**config.mk**
```make
export PLATFORM = sky130hd
export DESIGN_NAME = lsu_rmw_flat
export DESIGN_NICKNAME = d
export VERILOG_FILES = /design/src/rtl/lsu_rmw_pkg.sv /design/src/rtl/lsu_rmw_if.sv /design/src/rtl/lsu_rmw_align.sv /design/src/rtl/lsu_rmw.sv /design/src/flat_wrapper.sv
export SDC_FILE = /design/constraint.sdc
export NUM_CORES = 1
export LEC_CHECK = 0
export CAP_MARGIN = 5
export CORE_MARGIN = 2
export CORE_UTILIZATION = 51
export DETAILED_ROUTE_END_ITERATION = 16
export GPL_ROUTABILITY_DRIVEN = 0
export PLACE_DENSITY_LB_ADDON = 0.2
export SYNTH_ARGS = -nofsm -noshare
export SYNTH_HDL_FRONTEND = slang
export SYNTH_SLANG_ARGS = --single-unit
```
**constraint.sdc**
```tcl
create_clock -name clk -period 6.77 [get_ports clk]
set_clock_uncertainty 0.1 [all_clocks]
set_input_delay 2.031 -clock clk [delete_from_list [all_inputs] [get_ports clk]]
set_output_delay 2.031 -clock clk [all_outputs]
set_load 0.02 [all_outputs]
```
**src/rtl/lsu_rmw_pkg.sv**
```systemverilog
`default_nettype none
// lsu_rmw_pkg -- funct3 codes, FSM encoding and request-legality helpers for lsu_rmw. Rev 1.0
package lsu_rmw_pkg;

  localparam int XLEN = 32;

  typedef logic [2:0] funct3_t;
  typedef logic [1:0] lane_t;

  localparam funct3_t F3_B  = 3'b000;
  localparam funct3_t F3_H  = 3'b001;
  localparam funct3_t F3_W  = 3'b010;
  localparam funct3_t F3_BU = 3'b100;
  localparam funct3_t F3_HU = 3'b101;

  localparam logic [1:0] S_IDLE   = 2'd0;
  localparam logic [1:0] S_ACCESS = 2'd1;
  localparam logic [1:0] S_WRITE  = 2'd2;
  localparam logic [1:0] S_RESP   = 2'd3;

  function automatic logic f3_legal(input logic store, input funct3_t f3);
    if (store) begin
      return (f3 == F3_B) || (f3 == F3_H) || (f3 == F3_W);
    end
    return (f3 == F3_B) || (f3 == F3_H) || (f3 == F3_W) ||
           (f3 == F3_BU) || (f3 == F3_HU);
  endfunction

  // Only meaningful for legal funct3 values.
  function automatic logic is_misaligned(input funct3_t f3, input lane_t lo);
    if (f3[1:0] == 2'b01) begin
      return lo[0];
    end
    if (f3[1:0] == 2'b10) begin
      return lo != 2'b00;
    end
    return 1'b0;
  endfunction

endpackage
`default_nettype wire

```
**src/rtl/lsu_rmw_if.sv**
```systemverilog
`default_nettype none
// lsu_rmw_if -- request/response and data-memory signals of lsu_rmw. Rev 1.0
interface lsu_rmw_if #(parameter int WIDTH = 32);
  logic             req_valid;
  logic             req_ready;
  logic             req_store;
  logic [2:0]       req_funct3;
  logic [WIDTH-1:0] req_addr;
  logic [WIDTH-1:0] req_wdata;
  logic             resp_valid;
  logic [WIDTH-1:0] resp_rdata;
  logic             resp_err;
  logic [WIDTH-1:0] mem_addr;
  logic [WIDTH-1:0] mem_wdata;
  logic             mem_we;
  logic [WIDTH-1:0] mem_rdata;

  modport master (
    output req_valid, req_store, req_funct3, req_addr, req_wdata, mem_rdata,
    input  req_ready, resp_valid, resp_rdata, resp_err, mem_addr, mem_wdata, mem_we
  );

  modport slave (
    input  req_valid, req_store, req_funct3, req_addr, req_wdata, mem_rdata,
    output req_ready, resp_valid, resp_rdata, resp_err, mem_addr, mem_wdata, mem_we
  );
endinterface
`default_nettype wire

```
**src/rtl/lsu_rmw_align.sv**
```systemverilog
`default_nettype none
// lsu_rmw_align -- combinational load lane extract/extend and sub-word store merge. Rev 1.0
module lsu_rmw_align
  import lsu_rmw_pkg::*;
(
  input  funct3_t         i_funct3,
  input  lane_t           i_lane,
  input  logic [XLEN-1:0] i_word,
  input  logic [15:0]     i_wdata,
  output logic [XLEN-1:0] o_load,
  output logic [XLEN-1:0] o_merged
);

  logic [7:0]  w_byte;
  logic [15:0] w_half;

  always_comb begin
    w_byte = i_word[7:0];
    case (i_lane)
      2'd1:    w_byte = i_word[15:8];
      2'd2:    w_byte = i_word[23:16];
      2'd3:    w_byte = i_word[31:24];
      default: w_byte = i_word[7:0];
    endcase
    w_half = i_lane[1] ? i_word[31:16] : i_word[15:0];
  end

  always_comb begin
    o_load = i_word;
    case (i_funct3)
      F3_B:    o_load = {{24{w_byte[7]}}, w_byte};
      F3_BU:   o_load = {24'd0, w_byte};
      F3_H:    o_load = {{16{w_half[15]}}, w_half};
      F3_HU:   o_load = {16'd0, w_half};
      default: o_load = i_word;
    endcase
  end

  always_comb begin
    o_merged = i_word;
    if (i_funct3[1:0] == 2'b00) begin
      case (i_lane)
        2'd0:    o_merged[7:0]   = i_wdata[7:0];
        2'd1:    o_merged[15:8]  = i_wdata[7:0];
        2'd2:    o_merged[23:16] = i_wdata[7:0];
        default: o_merged[31:24] = i_wdata[7:0];
      endcase
    end else if (i_funct3[1:0] == 2'b01) begin
      if (i_lane[1]) begin
        o_merged[31:16] = i_wdata;
      end else begin
        o_merged[15:0] = i_wdata;
      end
    end
  end

endmodule
`default_nettype wire

```
**src/rtl/lsu_rmw.sv**
```systemverilog
`default_nettype none
// lsu_rmw -- byte/half/word LSU with read-modify-write for sub-word stores.
// Optional build macro LSU_PERF_CNT_EN adds perf_loads/perf_stores counters. Rev 1.0
module lsu_rmw
  import lsu_rmw_pkg::*;
#(
  parameter int WIDTH           = 32,
  parameter bit ERR_ON_MISALIGN = 1'b1
) (
  input  logic      clk,
  input  logic      rst,
  lsu_rmw_if.slave  bus
`ifdef LSU_PERF_CNT_EN
  ,
  output logic [31:0] perf_loads,
  output logic [31:0] perf_stores
`endif
);

  logic [1:0]       r_state;
  funct3_t          r_f3;
  lane_t            r_lane;
  logic             r_store;
  logic             r_err;
  logic [15:0]      r_wdata;
  logic [WIDTH-1:0] r_rdata;
  logic [WIDTH-1:0] r_mem_addr;
  logic [WIDTH-1:0] r_mem_wdata;

  logic             w_err;
  lane_t            w_lane;
  logic             w_word_store;
  logic [WIDTH-1:0] w_load;
  logic [WIDTH-1:0] w_merged;

  always_comb begin
    w_err = !f3_legal(bus.req_store, bus.req_funct3) ||
            (ERR_ON_MISALIGN && is_misaligned(bus.req_funct3, bus.req_addr[1:0]));
    // Clearing the low bits is a no-op for aligned requests, so it serves both modes.
    w_lane = bus.req_addr[1:0];
    if (bus.req_funct3[1]) begin
      w_lane = 2'b00;
    end else if (bus.req_funct3[0]) begin
      w_lane[0] = 1'b0;
    end
  end

  assign w_word_store = r_store && (r_f3 == F3_W);

  lsu_rmw_align u_align (
    .i_funct3 (r_f3),
    .i_lane   (r_lane),
    .i_word   (bus.mem_rdata),
    .i_wdata  (r_wdata),
    .o_load   (w_load),
    .o_merged (w_merged)
  );

  always_ff @(posedge clk) begin
    if (rst) begin
      r_state     <= S_IDLE;
      r_f3        <= F3_B;
      r_lane      <= 2'b00;
      r_store     <= 1'b0;
      r_err       <= 1'b0;
      r_wdata     <= '0;
      r_rdata     <= '0;
      r_mem_addr  <= '0;
      r_mem_wdata <= '0;
    end else begin
      case (r_state)
        S_IDLE: begin
          if (bus.req_valid) begin
            r_f3    <= bus.req_funct3;
            r_lane  <= w_lane;
            r_store <= bus.req_store;
            r_wdata <= bus.req_wdata[15:0];
            r_err   <= w_err;
            r_rdata <= '0;
            if (w_err) begin
              r_state <= S_RESP;
            end else begin
              r_mem_addr <= {bus.req_addr[WIDTH-1:2], 2'b00};
              if (bus.req_store && (bus.req_funct3 == F3_W)) begin
                r_mem_wdata <= bus.req_wdata;
              end
              r_state <= S_ACCESS;
            end
          end
        end
        S_ACCESS: begin
          if (!r_store) begin
            r_rdata <= w_load;
            r_state <= S_RESP;
          end else if (w_word_store) begin
            r_state <= S_RESP;
          end else begin
            r_mem_wdata <= w_merged;
            r_state     <= S_WRITE;
          end
        end
        S_WRITE: r_state <= S_RESP;
        S_RESP:  r_state <= S_IDLE;
        default: r_state <= S_IDLE;
      endcase
    end
  end

`ifdef LSU_PERF_CNT_EN
  always_ff @(posedge clk) begin
    if (rst) begin
      perf_loads  <= '0;
      perf_stores <= '0;
    end else if ((r_state == S_RESP) && !r_err) begin
      if (r_store) begin
        perf_stores <= perf_stores + 32'd1;
      end else begin
        perf_loads <= perf_loads + 32'd1;
      end
    end
  end
`endif

  assign bus.req_ready  = (r_state == S_IDLE);
  assign bus.resp_valid = (r_state == S_RESP);
  assign bus.resp_rdata = r_rdata;
  assign bus.resp_err   = r_err;
  assign bus.mem_addr   = r_mem_addr;
  assign bus.mem_wdata  = r_mem_wdata;
  // Gating by rst keeps the reset edge from committing a pending write.
  assign bus.mem_we     = (((r_state == S_ACCESS) && w_word_store) || (r_state == S_WRITE)) && !rst;

endmodule
`default_nettype wire

```
**src/flat_wrapper.sv**
```systemverilog
// flat-port wrapper written by rule: the top's interface ports become plain ports
module lsu_rmw_flat import lsu_rmw_pkg::*;
#(
  parameter int WIDTH           = 32,
  parameter bit ERR_ON_MISALIGN = 1'b1
)
  (clk, rst, bus_req_valid, bus_req_store, bus_req_funct3, bus_req_addr, bus_req_wdata, bus_mem_rdata, bus_req_ready, bus_resp_valid, bus_resp_rdata, bus_resp_err, bus_mem_addr, bus_mem_wdata, bus_mem_we);
  lsu_rmw_if #(.WIDTH(WIDTH)) bus_i ();
  input  logic clk;
  input  logic rst;
  input wire logic [$bits(bus_i.req_valid)-1:0] bus_req_valid;
  input wire logic [$bits(bus_i.req_store)-1:0] bus_req_store;
  input wire logic [$bits(bus_i.req_funct3)-1:0] bus_req_funct3;
  input wire logic [$bits(bus_i.req_addr)-1:0] bus_req_addr;
  input wire logic [$bits(bus_i.req_wdata)-1:0] bus_req_wdata;
  input wire logic [$bits(bus_i.mem_rdata)-1:0] bus_mem_rdata;
  output wire logic [$bits(bus_i.req_ready)-1:0] bus_req_ready;
  output wire logic [$bits(bus_i.resp_valid)-1:0] bus_resp_valid;
  output wire logic [$bits(bus_i.resp_rdata)-1:0] bus_resp_rdata;
  output wire logic [$bits(bus_i.resp_err)-1:0] bus_resp_err;
  output wire logic [$bits(bus_i.mem_addr)-1:0] bus_mem_addr;
  output wire logic [$bits(bus_i.mem_wdata)-1:0] bus_mem_wdata;
  output wire logic [$bits(bus_i.mem_we)-1:0] bus_mem_we;
  assign bus_i.req_valid = bus_req_valid;
  assign bus_i.req_store = bus_req_store;
  assign bus_i.req_funct3 = bus_req_funct3;
  assign bus_i.req_addr = bus_req_addr;
  assign bus_i.req_wdata = bus_req_wdata;
  assign bus_i.mem_rdata = bus_mem_rdata;
  assign bus_req_ready = bus_i.req_ready;
  assign bus_resp_valid = bus_i.resp_valid;
  assign bus_resp_rdata = bus_i.resp_rdata;
  assign bus_resp_err = bus_i.resp_err;
  assign bus_mem_addr = bus_i.mem_addr;
  assign bus_mem_wdata = bus_i.mem_wdata;
  assign bus_mem_we = bus_i.mem_we;
  lsu_rmw #(.WIDTH(WIDTH), .ERR_ON_MISALIGN(ERR_ON_MISALIGN)) u_core (.clk(clk), .rst(rst), .bus(bus_i));
endmodule
```
# Yosys cells after proc, flatten, opt, wreduce, memory -nomap -nowiden
# Cells that the tools add are included.
[classes] n_reduce_logical=24 n_bitwise=1 muxes=38 eq_ne=23
[op_table] cell="two-way mux 32 bit" n=9
[op_table] cell="one-hot mux 32 bit (2 select lines)" n=2
[op_table] cell="one-hot mux 32 bit (4 select lines)" n=1
[op_table] cell="two-way mux 16 bit" n=3
[op_table] cell="two-way mux 8 bit" n=4
[op_table] cell="one-hot mux 8 bit (3 select lines)" n=1
[op_table] cell="two-way mux 1 bit" n=14
[op_table] cell="== test 3 bit (second input constant)" n=4
[op_table] cell="== test 2 bit (second input constant)" n=5
[op_table] cell="== test 2 x 1 -> 1 bit (second input constant)" n=4
[op_table] cell="inequality test 2 bit (second input constant)" n=4
[op_table] cell="one-hot mux 2 bit (4 select lines)" n=1
[op_table] cell="== test 3 x 1 -> 1 bit (second input constant)" n=2
[op_table] cell="== test 3 x 2 -> 1 bit (second input constant)" n=2
[op_table] cell="logical NOT 2 bit" n=3
[op_table] cell="logical NOT 3 bit" n=2
[op_table] cell="logical OR 1 bit" n=6
[op_table] cell="two-way mux 2 bit" n=3
[op_table] cell="AND reduction 3 bit" n=2
[op_table] cell="AND reduction 6 bit" n=1
[op_table] cell="logical AND 1 bit" n=4
[op_table] cell="inequality test 2 x 1 -> 1 bit (second input constant)" n=2
[op_table] cell="nonzero test 2 bit" n=2
[op_table] cell="OR reduction 3 bit" n=1
[op_table] cell="other kinds (3)" n=4
[word_totals] wordCells=95 ff_bits=119 output_inout_bits=100 inputBits=103

# Longest topological paths before layout
[depth] depth_word=11 depth_mapped=10

# Cells and area by module
# From an unflattened synthesis, not the netlist that was laid out.
[unflattened] cells_unflattened=754 hier_area_um2=6530.0
[modules_own_cells] mod="lsu_rmw" area_per_inst_um2=4999.8 n_inst=1 seq_area_each_um2=2382.3 cells_per_inst=560
[modules_own_cells] mod="lsu_rmw_align" area_per_inst_um2=1530.2 n_inst=1 seq_area_each_um2=0.0 cells_per_inst=194

# Least setup slack after synthesis
# No wires, ideal clock.
[synth_timing] path_type="input to output" from="input rst" to="output bus_mem_we" n_path_buf=3 t_required_ps=4639 slack_ps=1643 arrival_ps=2996 stages=4 cell_sequence="clkbuf_1 > clkbuf_1 > buf_1 > nor2_1"
[synth_via] elab_chain_cells=2
[synth_lines] element="start: declaration" line="flat_wrapper.sv:10" source="input logic rst;"
[synth_lines] element="logical NOT 1 bit" line="lsu_rmw.sv:131" source="assign bus.mem_we = (((r_state == S_ACCESS) && w_word_store) || (r_state == S_WRITE)) && !rst;"
[synth_lines] element="logical AND 1 bit" line="lsu_rmw.sv:131"
[synth_lines] element="end: declaration" line="flat_wrapper.sv:23" source="output wire logic [$bits(bus_i.mem_we)-1:0] bus_mem_we;"
# No other way between the ends.

# Final worst setup path
# Same ends and word-level chain as after synthesis.

==> parameters.txt <==
Parameter                              Value

Worst hold path
  Hold-critical path endpoint ... u_core.bus.mem_addr[25]
  Worst min-delay path startpoint ... u_core.bus.mem_addr[25]
  WHS Path Cells ... 2
  Path type of the worst min-delay path ... flop to flop

Detailed routing
  Routed length per placed instance ... 18.0 um
  Count of unresolved DRC violations after routing ... 0
  First DRT Iteration DRCs ... 645
  Final ANT Viol Nets ... 0
  DRT Pass-1 Iters ... 6
  DR vias ... 6818
  Total wire length after detailed routing ... 20700 um
  Post-DR vias/cell ... approximately 5.9

Synth
  Top post-synthesis cells by area ... sky130_fd_sc_hd__dfxtp_1 (37%), sky130_fd_sc_hd__nand2_1 (7.5%), sky130_fd_sc_hd__o21ai_0 (5.7%)
  Yosys reg bits ... 119
  EDFF count, synth ... 0
  Average size of a mapped cell ... 7.88 um^2
  Proportion of register bits with asynchronous set or reset after synthesis ... 0
  Leading post-synthesis cells by instance count ... sky130_fd_sc_hd__nand2_1 (129), sky130_fd_sc_hd__dfxtp_1 (119), sky130_fd_sc_hd__o21ai_0 (74)
  Main flop type after synthesis ... sky130_fd_sc_hd__dfxtp_1
  Fraction of synthesized cell area taken by the top area cell type ... 0.368
  Warning count from the yosys run ... 0
  Sequential-to-total area share from yosys stat ... 0.368
  Post-synthesis cell type with the largest combined area ... sky130_fd_sc_hd__dfxtp_1
  Syn Inst Count ... 821
  Post-synthesis instance area ... 0.00647 mm^2
  Cell variety after synth ... 50
  Leading cell type by number of instances after synthesis ... sky130_fd_sc_hd__nand2_1

Power and ir drop
  PD cells ... 323 mW/mm^2
  Switching share of power ... 0.379
  Fraction of power consumed by combinational cells ... 0.381
  Overall power consumption ... just under 3 mW
  Internal cell power ... 1.81 mW
  Net Sw Power ... 1.10 mW
  Peak supply drop ... 0.000226 V
  Register share of total power ... 0.321
  Clock Power Share ... 0.298
  Leakage power ... between 3 and 4 nW

Die
  Starting utilization of the core area ... 0.517
  Row count ... slightly above 40
  Top-Level Pins ... 203
  Die height ... 117 um
  Die Span X ... ~120 um
  Core region area ... approximately 0.013 mm^2
  Area of the die ... ~0.014 mm^2

Timing
  Slew HR ... 0.316
  Max Transition Viols Final ... 0
  Fin crit share ... 0.772
  Achievable clock frequency ... 191 MHz
  Setup WS post-layout ... approximately 1500 ps
  Transition at the pin with the smallest max-transition slack ... 1020 ps
  Setup total negative slack ... 0 ps
  Final Hold Fails ... 0
  Final setup vio count ... 0
  Shortest clock period the worst path allows after layout ... between 5000 and 6000 ps
  Setup repair after global routing missed its margin ... false

Run
  Max-capacitance violation count ... 0

Run status
  Status ... finished, final reports clean

Critical path
  Reg2Reg Setup Slack ... 3420 ps
  Length in cells of the worst reg-to-reg path ... 7
  CP Data Arrival Time ... 3090 ps
  Critical R2R Capture ... u_core.bus.resp_rdata[19]
  Type of destination of the critical path ... output pin
  Maximum fanout count along the critical path ... 38
  Worst reg2reg path startpoint ... u_core.r_state[1]
  Critical path required time ... 4640 ps
  Start-to-end type of the worst setup path ... primary input to output pin
  Kind of launch point of the worst setup path ... primary input

CTS
  Gates resized, CTS repair ... 0
  Buffer levels on the longest clock path ... 2
  Hold-fix buffer count after cts ... 0
  CTS H-tree lvls ... 4
  Insertion delay of the later-clocked pin in the worst-skew pair ... 420 ps
  Number of buffers added by the clock tree synthesis step ... 17
  Clock-pin slew on the worst setup and hold paths ... 60 ps
  CTS sink count ... 119
  Number of post-CTS setup repair buffers ... 0
  CTS tree ... built
  Root buf cell ... sky130_fd_sc_hd__clkbuf_16

Global route
  Number of antenna violations at the first check in global routing ... 0
  All-Layer GR Usage ... 0.305
  Final global-route overflow total ... 0
  Largest net degree at the start of global routing ... 88
  Wire length of the first global-routing pass ... 32300 um
  Number of global-route vias before repair ... 6282

Final layout
  Final layout net count ... 1071
  Area growth, synth to finish ... 39.0%
  Number of inserted diodes ... 0
  Proportion of layout cells with a drive suffix above 1 ... 0.0778

Placed design
  Half-perimeter wire length after detailed placement ... 13900 um
  Dpl ws ... 1570 ps
  Count of input and output buffers ... 200
state kept, by name, summed over array words and instances, names as in the netlist:
register               cells
u_core.bus.resp_rdata     32
u_core.bus.resp_err        1
u_core.bus.mem_addr       30
u_core.r_state             2
u_core.bus.mem_wdata      32
u_core.r_store             1
u_core.r_wdata            16
u_core.r_lane              2
u_core.r_f3                3
worst max-delay path, cell delays in order:
cell,delay [ps]
sky130_fd_sc_hd__buf_4,220
sky130_fd_sc_hd__nor2_1,170
sky130_fd_sc_hd__clkdlybuf4s50_1,660
per-stage QoR:
step	hold WS (ps)	cells	instance area, um^2	utilization
2_1_floorplan	332	822	6480	-
3_3_place_gp	340	1117	8420	0.673
3_5_place_dp	345	1117	8420	0.673
4_1_cts	352	1149	9000	0.719
5_1_grt	370	1149	9000	0.719
6_report	351	1149	9000	0.719
area by class of cell:
| cell class | instances | area [um^2] |
|---|---|---|
| Inverter | 11 | 41.3 |
| Clock buffer | 19 | 453 |
| Tap cell | 172 | 215 |
| Sequential cell | 119 | 2380 |
| Timing Repair Buffer | 209 | 2070 |
| Fill cell | 1031 | 3520 |
| Multi-Input combinational cell | 606 | 3710 |
| Clock inverter | 13 | 125 |
cell families (layout without fill, tap and decap cells):
kind of cell,after synthesis,count (layout),synth area share
and+or+nand+nor,301,301,0.234
other,1,2,0.000579
buffers and inverters,97,252,0.0638
muxes,19,19,0.0348
DFF,119,119,0.368
adders and majority gates,4,4,0.00773
AOI/OAI and AO/OA,280,280,0.292
placed cells by master, fill, tap and decap left out, types with 3 or more instances in the layout:
cell,Yosys,layout
sky130_fd_sc_hd__a211oi_1,22,22
sky130_fd_sc_hd__a21boi_0,10,10
sky130_fd_sc_hd__a21oi_1,63,63
sky130_fd_sc_hd__a221o_1,11,11
sky130_fd_sc_hd__a221o_2,6,6
sky130_fd_sc_hd__a311o_1,8,8
sky130_fd_sc_hd__a32o_1,22,22
sky130_fd_sc_hd__a32oi_1,8,8
sky130_fd_sc_hd__and3_1,8,8
sky130_fd_sc_hd__and4_1,8,8
sky130_fd_sc_hd__buf_4,5,10
sky130_fd_sc_hd__clkbuf_16,0,17
sky130_fd_sc_hd__clkdlybuf4s50_1,0,199
sky130_fd_sc_hd__clkinv_4,0,5
sky130_fd_sc_hd__clkinvlp_4,0,4
sky130_fd_sc_hd__dfxtp_1,119,119
sky130_fd_sc_hd__ha_1,4,3
sky130_fd_sc_hd__inv_1,11,11
sky130_fd_sc_hd__mux2_2,15,15
sky130_fd_sc_hd__mux2i_1,3,3
sky130_fd_sc_hd__nand2_1,129,129
sky130_fd_sc_hd__nand2b_1,5,5
sky130_fd_sc_hd__nand3_1,9,9
sky130_fd_sc_hd__nand3b_1,7,7
sky130_fd_sc_hd__nor2_1,50,49
sky130_fd_sc_hd__nor2b_1,38,37
sky130_fd_sc_hd__nor3b_1,4,4
sky130_fd_sc_hd__o211ai_1,9,9
sky130_fd_sc_hd__o21ai_0,74,73
sky130_fd_sc_hd__o21ai_1,22,22
sky130_fd_sc_hd__o2bb2ai_1,15,15
sky130_fd_sc_hd__or2_2,3,3
sky130_fd_sc_hd__or3_1,8,8
sky130_fd_sc_hd__or4_1,24,24
worst max path at each step:
stage	from	end	slack, ps	cells past startpoint
after global placement	rst	bus_mem_we	1560	3
final	rst	bus_mem_we	1540	3
after floorplan	rst	bus_mem_we	1640	4
after CTS	rst	bus_mem_we	1550	3
after global routing	rst	bus_mem_we	1510	3
after detailed placement	rst	bus_mem_we	1570	3
metal layers:
metal	part of all wire	routed length, um	vias up	GRT usage
met3	0.089	1850	59	0.0794
met1	0.40	8260	3142	0.381
met2	0.46	9620	346	0.481
li1	-	-	3271	-
met5	0	0	-	0
met4	0.049	1010	0	0.168
power groups by stage:
| stage | clock network (mW) | logic, mW | registers (mW) |
|---|---|---|---|
| after CTS | 0.881 | 1.10 | 0.929 |
| after floorplan | 0 | 0.575 | 1.03 |
| after global routing | 0.912 | 1.20 | 0.945 |
| after detailed placement | 0 | 1.09 | 0.941 |
| after global placement | 0 | 1.08 | 0.938 |
| final | 0.868 | 1.11 | 0.934 |
Note: power is estimated with default switching activity, not from simulation.
